File: src/rtl/uart_tx.sv
// uart_tx: turns a byte plus a one-cycle strobe into a serial frame, LSB first, 8N1 by default.
// Define UART_TX_PARITY_EN to compile in the PARITY state and send an 8E1 frame.
module uart_tx #(
    parameter int CLK_DIV = 104
) (
    input  logic       clk,
    input  logic       rst_n,
    input  logic [7:0] tx_data,
    input  logic       tx_data_fresh,
    output logic       tx_ready,
    output logic       tx_done,
    output logic       tx
);

`ifdef UART_TX_PARITY_EN
    typedef enum logic [2:0] {IDLE, START, DATA, PARITY, STOP} state_e;
`else
    typedef enum logic [2:0] {IDLE, START, DATA, STOP} state_e;
`endif

    localparam logic [15:0] BAUD_LAST = 16'(CLK_DIV - 1);

    state_e      state_q, state_d;
    logic [15:0] baud_q, baud_d;
    logic [2:0]  bit_q, bit_d;
    logic [7:0]  shift_q, shift_d;
    logic        tx_q, tx_d;
    logic        bit_end;
`ifdef UART_TX_PARITY_EN
    logic        parity_q, parity_d;
`endif

    // Handshake: tx_data is taken on any cycle where tx_data_fresh and tx_ready are both 1.
    // A strobe while tx_ready is 0 is dropped without a trace.
    assign bit_end = (baud_q == BAUD_LAST);
    assign tx      = tx_q;

    always_ff @(posedge clk or negedge rst_n) begin
        if (!rst_n) begin
            state_q  <= IDLE;
            baud_q   <= '0;
            bit_q    <= '0;
            shift_q  <= '0;
            tx_q     <= 1'b1;
`ifdef UART_TX_PARITY_EN
            parity_q <= 1'b0;
`endif
        end else begin
            state_q  <= state_d;
            baud_q   <= baud_d;
            bit_q    <= bit_d;
            shift_q  <= shift_d;
            tx_q     <= tx_d;
`ifdef UART_TX_PARITY_EN
            parity_q <= parity_d;
`endif
        end
    end

    always_comb begin
        state_d  = state_q;
        baud_d   = '0;
        bit_d    = bit_q;
        shift_d  = shift_q;
        tx_ready = 1'b0;
        tx_done  = 1'b0;
`ifdef UART_TX_PARITY_EN
        parity_d = parity_q;
`endif
        if (state_q != IDLE && !bit_end) begin
            baud_d = baud_q + 16'd1;
        end

        case (state_q)
            IDLE: begin
                tx_ready = 1'b1;
                if (tx_data_fresh) begin
                    state_d  = START;
                    shift_d  = tx_data;
`ifdef UART_TX_PARITY_EN
                    parity_d = ^tx_data;
`endif
                end
            end
            START: begin
                if (bit_end) begin
                    state_d = DATA;
                    bit_d   = '0;
                end
            end
            DATA: begin
                if (bit_end) begin
                    shift_d = shift_q >> 1;
                    bit_d   = bit_q + 3'd1;
                    if (bit_q == 3'd7) begin
`ifdef UART_TX_PARITY_EN
                        state_d = PARITY;
`else
                        state_d = STOP;
`endif
                    end
                end
            end
`ifdef UART_TX_PARITY_EN
            PARITY: begin
                if (bit_end) begin
                    state_d = STOP;
                end
            end
`endif
            STOP: begin
                if (bit_end) begin
                    tx_ready = 1'b1;
                    tx_done  = 1'b1;
                    // Accepting here goes straight to START, so frames abut with no idle gap.
                    if (tx_data_fresh) begin
                        state_d  = START;
                        shift_d  = tx_data;
`ifdef UART_TX_PARITY_EN
                        parity_d = ^tx_data;
`endif
                    end else begin
                        state_d = IDLE;
                    end
                end
            end
            default: state_d = IDLE;
        endcase

        // The line level is registered from the next state so tx never glitches.
        case (state_d)
            START:   tx_d = 1'b0;
            DATA:    tx_d = shift_d[0];
`ifdef UART_TX_PARITY_EN
            PARITY:  tx_d = parity_d;
`endif
            default: tx_d = 1'b1;
        endcase
    end

endmodule
File: config.mk
export PLATFORM = sky130hd
export DESIGN_NAME = uart_tx
export DESIGN_NICKNAME = d
export VERILOG_FILES = /design/src/rtl/uart_tx.sv
export SDC_FILE = /design/constraint.sdc
export NUM_CORES = 1
export LEC_CHECK = 0
export BUFFER_PORTS_ARGS = -buffer_cell sky130_fd_sc_hd__buf_2
export CAP_MARGIN = 10
export CELL_PAD_IN_SITES_DETAIL_PLACEMENT = 1
export CELL_PAD_IN_SITES_GLOBAL_PLACEMENT = 1
export CORE_UTILIZATION = 30
export CTS_BUF_LIST = sky130_fd_sc_hd__clkbuf_8 sky130_fd_sc_hd__clkbuf_16
export CTS_CLUSTER_SIZE = 10
export DETAILED_ROUTE_END_ITERATION = 16
export PLACE_DENSITY_LB_ADDON = 0.1
export SLEW_MARGIN = 5
export SYNTH_ARGS = -nofsm -noshare
export SYNTH_HDL_FRONTEND = slang
export SYNTH_SLANG_ARGS = --single-unit
File: constraint.sdc
create_clock -name clk -period 2.69 [get_ports clk]
set_input_delay 0.4035 -clock clk [delete_from_list [all_inputs] [get_ports clk]]
set_output_delay 0.4035 -clock clk [all_outputs]
set_load 0.03 [all_outputs]
==> reports/results.ini, run 1 <==
[critical_path]
worstPathCellList = or4_4, or4_4, nor3_2, buf_4
startpoint_type = register
end_kind = output port
max_stage_delay_ns = 0.59
critical_path.max_fanout = 6
cpMaxStageDelayCell = or4_4
critical_path_class = register to output port
cp.arrival_ns = 2.20
crit_top_cell = or4_4
crit_required_ns = 2.29

[yosys]
synth_compound_area_share_pct = 13.0
synth_cell_types = 41
synth_ff_type = dfrtp_1
synthCells = 169
yosys.area_share.simple_pct = 24.7
synth_xor_area_share_pct = 7.51
synthArstFlopShare_pct = 100
synth.most_common_cell = dfrtp_1
seq_area_frac_synth_pct = 47.6
synthTopCellsByArea = dfrtp_1 (46%), nor2_1 (5.5%), nand2_1 (4.6%)
muxShareOfSynthArea_pct = 1.84
syn_area_sq_mm = 0.00163
synth_fa_ha_area_share_pct = 2.30
synth_top_area_share_pct = 46.0
synth_top_family_by_area = simple AND/OR/NAND/NOR gates
synth-edff-count = 0
synth_area_leader_cell = dfrtp_1
yosysWarnings = 0
synth_area_per_cell_sq_um = 9.66
syn-num-nets = 183
synthTopCellsByCount = dfrtp_1 (30), nor2_1 (24), nand2_1 (20)
ys_ff_latch = 31

[floorplan]
rows = 26
die-area_sq_mm = 0.00574
core_sq_mm = 0.00517
fp.dieH_microns = 75.8
initial_utilization_pct = 31.6
io_pins = 14
die_w_microns = 75.8

[clock_tree]
tritoncts = built
clk_pin_slew_worst_paths_ns = 0.07
h-tree-depth = 2
cts_max_path_buffers = 2
cts_sinks = 31
root_buffer = clkbuf_8
clk_latency_ns = 0.28
ctsHoldBuffers = 0
cts_buffers = 5

[power]
powerDensity_mw_per_mm2 = 542
vdd_drop_max_uv = 179
clockPowerShare_pct = 37.7
power_w = 0.00107
intPower_w = 0.000790
seqPwrFrac_pct = 50.9
sw_frac_of_total_pct = 26.1
combPwrFrac_pct = 11.5
leakagePower_nw = 0.878
switchingPower_w = 0.000279

[placement]
gp_congestion = 0.862
port_buffers = 13
place_hpwl_mm = 2.71

[layout]
num_antenna_cells = 0
nFillCells = 593
syn_to_final_growth_pct = 20.8
drive_above_1_share_pct = 22.8
nets = 206

[timing]
final_hold_viol_count = 0
max_freq_ghz = 0.384
tns_ns = 0
slew_violations = 0
period_share_pct = 96.8
rsz0062_at_grt = false
period_minus_slack_ns = 2.60
fin_worst_skew_ns = 0.00445
setup-violations-final = 0
relSlewSlack_pct = 52.5
tightest_slew_ns = 0.706

[drt]
wl_per_cell_microns = 14.5
drt_iter0_markers = 43
drt-pass1-iter-count = 4
vias = 1318
antenna_left = 0
viasPerCell = 5.01
drc = 0
totalWireLength_mm = 3.81

[global_routing]
grt_max_degree = 32
overflow = 0
grt_pass1_wl_mm = 6.24
grt_pass1_vias = 1290
gr-usage-all-layers_pct = 15.1
antenna_found_initial = 0

[run_status]
status = complete, no violations

[worst_hold_path]
hp-class = input pin to async pin

[job]
maxCapViolations = 0

state kept, by name, summed over array words and instances, names as in the netlist:
register,flops
state_q,3
tx,1
bit_q,3
baud_q,16
shift_q,8
worst max-delay path, delay by kind of cell (launching register included):
kind	cells	cell delay, ns
buf+inv	1	0.18
flops	1	0.42
simple gates	3	1.32
power by group through the flow:
stage | sequential (W) | clock [W] | combinational (W)
final | 0.000544 | 0.000403 | 0.000123
after global routing | 0.000550 | 0.000443 | 0.000139
after CTS | 0.000543 | 0.000423 | 0.000120
after detailed placement | 0.000551 | 0 | 0.000117
after global placement | 0.000550 | 0 | 0.000110
after floorplan | 0.000538 | 0 | 0.0000816
path summary, 6_finish.rpt:
check,start,to,slack [ns],cells after the start
max reg2reg,baud_q[13],shift_q[2],0.33,6
min,rst_n,bit_q[2],0.17,1
min reg2reg,baud_q[0],baud_q[0],0.49,1
min in group clk,tx_data[7],shift_q[7],0.37,2
max in group asynchronous,rst_n,baud_q[7],2.02,1
max,baud_q[3],tx_done,0.09,4
layout make-up:
class | instances | area (sq um) | share of cell area, %
clock buffer | 7 | 96.3 | 4.88
clock inverter | 1 | 3.75 | 0.190
inverter | 5 | 18.8 | 0.951
multi-input combinational | 127 | 847 | 42.9
sequential | 31 | 778 | 39.4
tap | 70 | 87.6 | 4.44
timing repair buffer | 22 | 141 | 7.17
stage by stage:
stage	util (%)	hold slack, ns	instance area (sq um)	instances	worst slack, ns
finish	38.1	0.171	1970	263	0.0863
CTS	37.2	0.190	1920	259	0.00476
detailed placement	34.8	0.484	1800	251	0.216
global route	38.1	0.220	1970	263	0.0101
global placement	34.8	0.480	1800	251	0.259
floorplan	-	0.108	1640	169	0.236
cell usage in the layout, fill, tap and decap left out, types with 2 or more instances in the layout:
cell       instances
clkbuf_8           7
o21ai_0            5
nand4_1            2
nand2_1           20
nor2b_1            2
nor3_1            10
nand3_1            5
ha_1               3
nor4_1             3
inv_1              6
and3_1             2
and2b_1            2
or4_4              3
mux2i_1            3
a31oi_1            2
dfrtp_1           29
a221o_1            6
nor2_1            23
a21o_1             2
xor2_1             8
buf_4             10
buf_2             11
or4b_4             2
xnor2_1            6
o2bb2ai_1          3
cells by family (layout without fill, tap and decap cells):
kind of cell / after synthesis / in the layout
xor+xnor: 14 / 14
compound gates: 26 / 26
fa+ha+maj: 3 / 3
flops: 31 / 31
mux: 3 / 3
other cells: 1 / 1
buf+inv: 11 / 35
simple gates: 80 / 80
what timing repair did:
action | 4_1_cts | 5_1_grt
pin swaps | 0 | 5
gates resized for setup | 5 | 7
setup buffers | 0 | 4
setup endpoints to repair | 2 | 2
metal layers:
layer / vias to the layer above / part of all wire, % / GRT usage, % / wire length (microns)
met4: 0 / 1.6 / 6.17 / 60
li1: 649 / - / - / -
met5: - / 0 / 0 / 0
met1: 650 / 45 / 18.8 / 1730
met2: 12 / 50 / 24.6 / 1910
met3: 7 / 2.8 / 4.37 / 105
No activity file was read; power rests on OpenSTA's default activity.
==> run 2, diff against run 1 <==
--- a/config.mk
+++ b/config.mk
@@ -9,7 +9,7 @@
 export CAP_MARGIN = 10
 export CELL_PAD_IN_SITES_DETAIL_PLACEMENT = 1
 export CELL_PAD_IN_SITES_GLOBAL_PLACEMENT = 1
-export CORE_UTILIZATION = 30
+export CORE_UTILIZATION = 35
 export CTS_BUF_LIST = sky130_fd_sc_hd__clkbuf_8 sky130_fd_sc_hd__clkbuf_16
 export CTS_CLUSTER_SIZE = 10
 export DETAILED_ROUTE_END_ITERATION = 16
==> run 2 against run 1 <==
Against the previous run: sequential share of layout area is 1.9 points higher; core utilization is 4.5 points higher; critical path depth stayed put; cell count is 8.4% lower; clock power is 15% lower; setup slack worse by 0.031 ns; clock-buffer cell count is 2 lower; worst hold slack worse by 0.0064 ns; register-to-register slack hardly changed; non-clock buffer count is 4 lower; critical endpoint unchanged; largest power group unchanged.
==> reports/results.ini, run 2 (synthesis gave the netlist of run 1 again) <==
[run_status]
status = complete, no violations  ; unchanged

[clock_tree]
h-tree-depth = 2  ; unchanged
clk_latency_ns = 0.28  ; about the same
clk_pin_slew_worst_paths_ns = 0.06  ; was 0.07 ns
cts_sinks = 31  ; unchanged
cts_buffers = 5  ; unchanged
cts_max_path_buffers = 2  ; unchanged
tritoncts = built  ; unchanged
root_buffer = clkbuf_8  ; unchanged
ctsHoldBuffers = 0  ; unchanged

[layout]
final_area_sq_mm = 0.00188  ; was 0.00197 sq mm
syn_to_final_growth_pct = 15.2  ; was 20.8%
drive_above_1_share_pct = 20.1  ; was 22.8%
regMostFlops = baud_q  ; unchanged
final_cells = 241  ; was 263
top_regs = baud_q x16, shift_q x8  ; unchanged
layout_common_cells = dfrtp_1 (29), nor2_1 (24), nand2_1 (20)  ; was dfrtp_1 (29), nor2_1 (23), nand2_1 (20)
layout_commonest_cell = dfrtp_1  ; unchanged
nets = 202  ; was 206
largest_register_ffs = 16  ; unchanged
num_antenna_cells = 0  ; unchanged

[worst_hold_path]
hp-class = input pin to async pin  ; unchanged

[critical_path]
crit_required_ns = 2.29  ; about the same
startpoint_type = register  ; unchanged
end_kind = output port  ; unchanged
cpMaxStageDelayCell = or4_4  ; unchanged
critical_path_class = register to output port  ; unchanged
cp.arrival_ns = 2.23  ; was 2.20 ns
max_stage_delay_ns = 0.60  ; was 0.59 ns
worstPathCellList = or4b_4, or4_4, nor3_2, buf_4  ; was or4_4, or4_4, nor3_2, buf_4
critical_path.max_fanout = 6  ; unchanged

[power]
combPwrFrac_pct = 11.5  ; about the same
clockPowerShare_pct = 34.2  ; was 37.7%
powerDensity_mw_per_mm2 = 531  ; was 542 mW/mm^2
leakagePower_nw = 0.849  ; was 0.878 nW
intPower_w = 0.000729  ; was 0.000790 W
vdd_drop_max_uv = 288  ; was 179 uV
seqPwrFrac_pct = 54.3  ; was 50.9%
switchingPower_w = 0.000270  ; was 0.000279 W
sw_frac_of_total_pct = 27.0  ; was 26.1%

[timing]
fin_worst_skew_ns = 0.00272  ; was 0.00445 ns
period_minus_slack_ns = 2.64  ; was 2.60 ns
final_hold_viol_count = 0  ; unchanged
relSlewSlack_pct = 51.1  ; was 52.5%
slew_violations = 0  ; unchanged
setup-violations-final = 0  ; unchanged
tightest_slew_ns = 0.727  ; was 0.706 ns
tns_ns = 0  ; unchanged
period_share_pct = 98.0  ; was 96.8%
max_freq_ghz = 0.379  ; was 0.384 GHz
rsz0062_at_grt = false  ; unchanged

[global_routing]
gr-usage-all-layers_pct = 17.0  ; was 15.1%
overflow = 0  ; unchanged
grt_pass1_wl_mm = 6.65  ; was 6.24 mm
antenna_found_initial = 0  ; unchanged
grt_max_degree = 32  ; unchanged
grt_pass1_vias = 1441  ; was 1290

[drt]
wl_per_cell_microns = 15.4  ; was 14.5 microns
drt-pass1-iter-count = 4  ; unchanged
drc = 0  ; unchanged
viasPerCell = 5.44  ; was 5.01
vias = 1310  ; was 1318
drt_iter0_markers = 94  ; was 43
antenna_left = 0  ; unchanged
totalWireLength_mm = 3.71  ; was 3.81 mm

[floorplan]
core_sq_mm = 0.00441  ; was 0.00517 sq mm
io_pins = 14  ; unchanged
die_w_microns = 70.3  ; was 75.8 microns
initial_utilization_pct = 37.0  ; was 31.6%
die-area_sq_mm = 0.00494  ; was 0.00574 sq mm
fp.dieH_microns = 70.3  ; was 75.8 microns
rows = 24  ; was 26

[placement]
placed_cells = 233  ; was 251
gp_congestion = 0.899  ; was 0.862
place_area_sq_mm = 0.00178  ; was 0.00180 sq mm
port_buffers = 13  ; unchanged
place_hpwl_mm = 2.64  ; was 2.71 mm

[job]
maxCapViolations = 0  ; unchanged

## run 2: cell types whose count changed in the layout (fill, tap and decap cells not counted), sizes merged
cell,delta
clkbuf,-2
inv,+1
clkinv,+1
buf,-4
## run 2: final timing paths
path | start | cells past startpoint | endpoint | slack, ns
hold / removal | rst_n | 1 | bit_q[2] | 0.16
setup / recovery | baud_q[7] | 4 | tx_done | 0.05
setup reg to reg | baud_q[7] | 6 | shift_q[4] | 0.33
hold reg to reg | baud_q[0] | 1 | baud_q[0] | 0.49
max in group asynchronous | rst_n | 1 | baud_q[7] | 2.01
min in group clk | tx_data[7] | 2 | shift_q[7] | 0.38
## run 2: area by class of cell
type / count / area, sq um
Multi-Input combinational cell: 127 / 833
Tap cell: 52 / 65.1
Fill cell: 500 / 2530
Clock inverter: 3 / 12.5
Inverter: 5 / 18.8
Clock buffer: 5 / 68.8
Timing Repair Buffer: 18 / 105
Sequential cell: 31 / 778
## run 2: power by group through the flow
stage               Combinational [W]  Clock (W)  Sequential [W]
finish                       0.000115   0.000342        0.000542
global route                 0.000132   0.000378        0.000548
CTS                          0.000115   0.000360        0.000543
detailed placement           0.000114          0        0.000551
global placement             0.000109          0        0.000549
floorplan                   0.0000816          0        0.000538
## run 2: worst max-delay path: cells and delay by family (launching register included)
kind	cells	cell delay [ns]
simple gates	3	1.33
flops	1	0.44
buf+inv	1	0.18
## run 2: metal layers
layer | vias up | share of wire [%] | track usage, %
li1 | 637 | - | -
met3 | 9 | 2.8 | 4.04
met5 | - | 0 | 0
met1 | 649 | 46 | 20.7
met2 | 15 | 50 | 29.0
met4 | 0 | 1.7 | 5.78
## run 2: metrics by stage
step           setup slack (ns)  utilization (%)  power, W  hold WS, ns
6_report                 0.0549             42.6   0.00100        0.165
5_1_grt                 0.00185             42.6   0.00106        0.234
4_1_cts                  0.0251             42.3   0.00102        0.202
3_5_place_dp              0.247             40.2  0.000665        0.483
3_3_place_gp              0.261             40.2  0.000657        0.479
2_1_floorplan             0.236                -  0.000620        0.108
## run 2: timing repair
item,CTS,global route
gates resized for setup,2,5
endpoints found under the setup margin,2,2
pin swaps,0,0
buffers inserted,0,0
